==> src/rtl/peripheral_dbg_pu_or1k_biu_burst.sv <==
// Debug-unit bus interface for the OR1K CPU port: runs read/write bursts of up
// to MAX_BURST words, one bus transfer at a time, with error and timeout abort.
module peripheral_dbg_pu_or1k_biu_burst #(
  parameter int DATA_WIDTH     = 32,
  parameter int ADDR_WIDTH     = 32,
  parameter int MAX_BURST      = 16,
  parameter int ADDR_INC       = 4,
  parameter int TIMEOUT_CYCLES = 255,
  parameter int LEN_W          = $clog2(MAX_BURST)
) (
  input  logic                  cpu_clk_i,
  input  logic                  rst_i,
  // debug-side command
  input  logic                  strobe_i,
  input  logic                  rd_wrn_i,
  input  logic [ADDR_WIDTH-1:0] addr_i,
  input  logic [LEN_W-1:0]      len_i,
  output logic                  rdy_o,
  // debug-side data
  input  logic [DATA_WIDTH-1:0] wdata_i,
  input  logic                  wdata_valid_i,
  output logic                  wdata_ready_o,
  output logic [DATA_WIDTH-1:0] data_o,
  output logic                  rdata_valid_o,
  input  logic                  rdata_ready_i,
  // status of the last or current command
  output logic                  err_o,
  output logic                  timeout_o,
  output logic [LEN_W:0]        words_done_o,
  // CPU bus
  output logic [ADDR_WIDTH-1:0] cpu_addr_o,
  output logic [DATA_WIDTH-1:0] cpu_data_o,
  input  logic [DATA_WIDTH-1:0] cpu_data_i,
  output logic                  cpu_stb_o,
  output logic                  cpu_we_o,
  input  logic                  cpu_ack_i,
  input  logic                  cpu_err_i
);

  localparam logic [1:0] IDLE  = 2'd0;
  localparam logic [1:0] WDATA = 2'd1;
  localparam logic [1:0] BUS   = 2'd2;
  localparam logic [1:0] RDATA = 2'd3;

  // The wait counter only has to reach TIMEOUT_CYCLES-1 before aborting.
  localparam int TMO_LAST = (TIMEOUT_CYCLES == 0) ? 0 : TIMEOUT_CYCLES - 1;
  localparam int WAIT_W   = (TIMEOUT_CYCLES > 2) ? $clog2(TIMEOUT_CYCLES) : 1;

  logic [1:0]        state;
  logic [LEN_W-1:0]  remaining;
  logic [WAIT_W-1:0] wait_cnt;

  assign rdy_o         = (state == IDLE);
  assign wdata_ready_o = (state == WDATA);
  assign cpu_stb_o     = (state == BUS);
  assign rdata_valid_o = (state == RDATA);

  // NOTE: all state below is written with <= so every branch sees the
  // pre-edge values; mixing in blocking assignments here would create
  // order-dependent behaviour between simulation and synthesis.
  always_ff @(posedge cpu_clk_i) begin
    if (rst_i) begin
      state        <= IDLE;
      remaining    <= '0;
      wait_cnt     <= '0;
      err_o        <= 1'b0;
      timeout_o    <= 1'b0;
      words_done_o <= '0;
      data_o       <= '0;
      cpu_addr_o   <= '0;
      cpu_data_o   <= '0;
      cpu_we_o     <= 1'b0;
    end else begin
      // Counter is zero on every entry to BUS because it is held clear elsewhere.
      wait_cnt <= '0;

      case (state)
        IDLE: begin
          if (strobe_i) begin
            cpu_addr_o   <= addr_i;
            cpu_we_o     <= ~rd_wrn_i;
            remaining    <= len_i;
            err_o        <= 1'b0;
            timeout_o    <= 1'b0;
            words_done_o <= '0;
            state        <= rd_wrn_i ? BUS : WDATA;
          end
        end

        WDATA: begin
          if (wdata_valid_i) begin
            cpu_data_o <= wdata_i;
            state      <= BUS;
          end
        end

        BUS: begin
          if (cpu_err_i) begin
            err_o     <= 1'b1;
            remaining <= '0;
            state     <= IDLE;
          end else if (cpu_ack_i) begin
            words_done_o <= words_done_o + (LEN_W+1)'(1);
            if (!cpu_we_o) begin
              data_o <= cpu_data_i;
              state  <= RDATA;
            end else if (remaining == '0) begin
              state <= IDLE;
            end else begin
              remaining  <= remaining - LEN_W'(1);
              cpu_addr_o <= cpu_addr_o + ADDR_WIDTH'(ADDR_INC);
              state      <= WDATA;
            end
          end else if (TIMEOUT_CYCLES != 0 && wait_cnt == WAIT_W'(TMO_LAST)) begin
            timeout_o <= 1'b1;
            remaining <= '0;
            state     <= IDLE;
          end else begin
            wait_cnt <= wait_cnt + WAIT_W'(1);
          end
        end

        RDATA: begin
          if (rdata_ready_i) begin
            if (remaining == '0) begin
              state <= IDLE;
            end else begin
              remaining  <= remaining - LEN_W'(1);
              cpu_addr_o <= cpu_addr_o + ADDR_WIDTH'(ADDR_INC);
              state      <= BUS;
            end
          end
        end

        default: state <= IDLE;
      endcase
    end
  end

endmodule

==> config.mk <==
export PLATFORM = sky130hd
export DESIGN_NAME = peripheral_dbg_pu_or1k_biu_burst
export DESIGN_NICKNAME = d
export VERILOG_FILES = /design/src/rtl/peripheral_dbg_pu_or1k_biu_burst.sv
export SDC_FILE = /design/constraint.sdc
export NUM_CORES = 1
export LEC_CHECK = 0
export BUFFER_PORTS_ARGS = -buffer_cell sky130_fd_sc_hd__buf_2
export CAP_MARGIN = 0
export CORE_MARGIN = 2
export CORE_UTILIZATION = 40
export CTS_BUF_LIST = sky130_fd_sc_hd__clkbuf_4
export DETAILED_ROUTE_END_ITERATION = 8
export GPL_TIMING_DRIVEN = 0
export PLACE_DENSITY = 0.68
export SLEW_MARGIN = 10
export SYNTH_ARGS = -nofsm -noshare
export SYNTH_HDL_FRONTEND = slang
export SYNTH_SLANG_ARGS = --single-unit
==> constraint.sdc <==
create_clock -name cpu_clk_i -period 2.27 [get_ports cpu_clk_i]
set_input_delay 0.1135 -clock cpu_clk_i [delete_from_list [all_inputs] [get_ports cpu_clk_i]]
set_output_delay 0.1135 -clock cpu_clk_i [all_outputs]
set_load 0.02 [all_outputs]
==> flow_summary.json <==
{
  "ys.warnings.count": 0,
  "gr-total-overflow": 0,
  "drtAntennaViolNets": 0,
  "path_clk_slew_ps": 110,
  "period_minus_slack_ps": 2170,
  "yosys.cell_types.count": 61,
  "cap_violations": 0,
  "start_kind": "flop",
  "grt_max_degree": 20,
  "synth.area.top_cells": "dfxtp_1 (44%), nand2_1 (11%), a21oi_1 (8.2%), nor2_1 (3.0%), clkbuf_1 (2.7%)",
  "worstMarginPinSlew_ps": 726,
  "vias": 6332,
  "yosysSeqAreaShare_pct": 44.2,
  "io_pins": 216,
  "placedCellCount": 1065,
  "ys_async_sr_fraction_pct": 0,
  "rows": 42,
  "peakVddDrop_v": 0.000452,
  "start_util_pct": 40.6,
  "io_buffers": 214,
  "drc_errors": 0,
  "yosys.area.top_type": "dfxtp_1",
  "post_cts_buffers": 0,
  "cts_max_level": 4,
  "root_buffer": "clkbuf_4",
  "setup_tns_ps": 0,
  "clock_latency_ps": 550,
  "cp_max_fo": 19,
  "hold_viol": 0,
  "final_net_count": 1126,
  "die_area_sq_um": 14300,
  "stdcell_count": 1203,
  "finalCritPeriodShare_pct": 95.5,
  "viasPerCell": 5.26,
  "outcome": "completed",
  "drt_first_pass_iters": 5,
  "wirelength_microns": 19300,
  "syn_area_sq_um": 5340,
  "die_h_microns": 120,
  "critPathRequiredTime_ps": 2160,
  "yosys-top-cells-count": "nand2_1 (157), dfxtp_1 (118), a21oi_1 (87)",
  "cts_tree": "done",
  "synth_edf_count": 0,
  "place_congestion": 0.848,
  "wl_per_cell_microns": 16.0,
  "gr-usage-all-layers_pct": 26.9,
  "critPathKind": "reg -> out",
  "max_freq_mhz": 461,
  "numCtsBuffers": 17,
  "syn-num-nets": 788,
  "arrival_ps": 2060,
  "grt_setup_unrepaired": "false",
  "netlist.area_leader.share_pct": 44.2,
  "maxSlewViolCount": 0,
  "maxSlewHeadroom_pct": 51.6,
  "drtIter0Drc": 444,
  "grt_pass1_wl_microns": 30400,
  "cts.path.max_buffers": 2,
  "hp-class": "in -> reg",
  "finalSetupViolCount": 0,
  "power_density_nw_per_um2": 672,
  "synth_top_flop_cell": "dfxtp_1",
  "core_area_sq_um": 13100,
  "fin_ws_ps": 101,
  "grt_pass1_vias": 6195,
  "synthCells": 675,
  "leakagePower_nw": 3.45,
  "finalClockSkew_ps": 15.6,
  "avgSynthCellArea_sq_um": 7.91,
  "worstSetupEndpointType": "output pin",
  "post-synth-top-count-cell": "nand2_1",
  "pre_cts_slack_ps": -160,
  "syn2layout_area_growth_pct": 51.1,
  "regToRegSetupSlack_ps": 140,
  "die_w_microns": 120,
  "ys_ff_latch": 118,
  "antenna_found_initial": 1,
  "fillers": 1182,
  "clock-sinks": 118,
  "drive_above_1_share_pct": 26.3,
  "dp.final_hpwl_microns": 13000
}
==> critical path, stage by stage, from the launching register on <==
cell and delay [ps]:
dfxtp_1 460, buf_2 260, buf_2 400, and2_1 210
buf_2 160
==> cells in the final DEF, fill, tap and decap left out, drive strengths merged, types with 3 or more instances in the layout <==
| cell type | count |
|---|---|
| a2111oi | 3 |
| a211oi | 8 |
| a21oi | 87 |
| a22oi | 15 |
| a31oi | 11 |
| and2 | 6 |
| and3 | 9 |
| and4 | 4 |
| buf | 225 |
| bufinv | 5 |
| clkbuf | 56 |
| clkinv | 5 |
| clkinvlp | 3 |
| dfxtp | 118 |
| dlygate4sd3 | 107 |
| ha | 5 |
| inv | 9 |
| mux2i | 10 |
| nand2 | 157 |
| nand2b | 5 |
| nand3 | 21 |
| nand4 | 17 |
| nand4b | 4 |
| nor2 | 42 |
| nor2b | 7 |
| nor3 | 9 |
| nor4 | 4 |
| o211ai | 5 |
| o21ai | 17 |
| o22ai | 9 |
| o32ai | 3 |
| or4 | 4 |
| xnor2 | 3 |
| xor2 | 6 |
==> logic make-up after synthesis <==
logic type                 count (synthesis)  synth area share (%)
DFF                                      118                  44.2
and+or+nand+nor                          299                  26.7
muxes                                     11                  2.09
buffers and inverters                     59                  4.50
adders and majority gates                  5                  1.17
xor gates and xnor gates                   9                  1.48
AOI/OAI and AO/OA                        174                  19.8
==> through the flow <==
step	util [%]	total power, mW	area (sq um)	hold slack, ps
after global placement	50.5	3.44	6630	337
after CTS	61.3	5.41	8050	33.9
final	61.4	5.42	8070	60.6
after floorplan	-	3.02	5340	210
after global routing	61.4	5.65	8070	64.5
after detailed placement	50.5	3.45	6630	342
==> metal layers <==
metal | vias to the layer above | global-route usage [%] | wire [microns]
met4 | 0 | 11.7 | 505
met3 | 46 | 6.56 | 1380
met1 | 2920 | 30.8 | 7730
met5 | - | 0 | 0
met2 | 289 | 47.4 | 9650
li1 | 3077 | - | -
==> power by group <==
group	switching (mW)	internal, mW	leakage, nW
clock network	0.857	0.987	0.171
logic	0.714	0.505	2.32
registers	0.156	2.20	0.959
==> path summary, 6_finish.rpt <==
check | start | end | cells past startpoint
worst max-delay path | state[1]$_SDFFE_PP0P_ | rdata_valid_o | 4
worst min-delay path | rst_i | remaining[1]$_SDFFE_PP0P_ | 3
worst max register to register | cpu_addr_o[2]$_SDFFE_PP0P_ | cpu_addr_o[26]$_SDFFE_PP0P_ | 6
worst min register to register | data_o[31]$_SDFFE_PP0P_ | data_o[31]$_SDFFE_PP0P_ | 2
==> sequential cells by signal, indices dropped and copies added, names as in the netlist <==
name	flops
err_o	1
data_o	32
wait_cnt	8
state	2
cpu_we_o	1
timeout_o	1
cpu_data_o	32
words_done_o	5
cpu_addr_o	32
remaining	4
==> layout make-up <==
type | instances | area, sq um | share of cell area [%]
inverter | 8 | 30.0 | 0.372
antenna | 1 | 2.50 | 0.0310
clock buffer | 18 | 135 | 1.67
multi-input combinational | 498 | 2760 | 34.2
clock inverter | 14 | 206 | 2.56
timing repair buffer | 321 | 2140 | 26.6
tap | 176 | 220 | 2.73
buffer | 49 | 209 | 2.59
sequential | 118 | 2360 | 29.3
==> timing repair <==
item,in CTS,in global routing
endpoints found under the hold margin,105,0
pin swaps,0,0
hold buffers,107,0
setup endpoints to repair,6,30
resized for setup,4,7
Power figures use the tool's default switching activity.
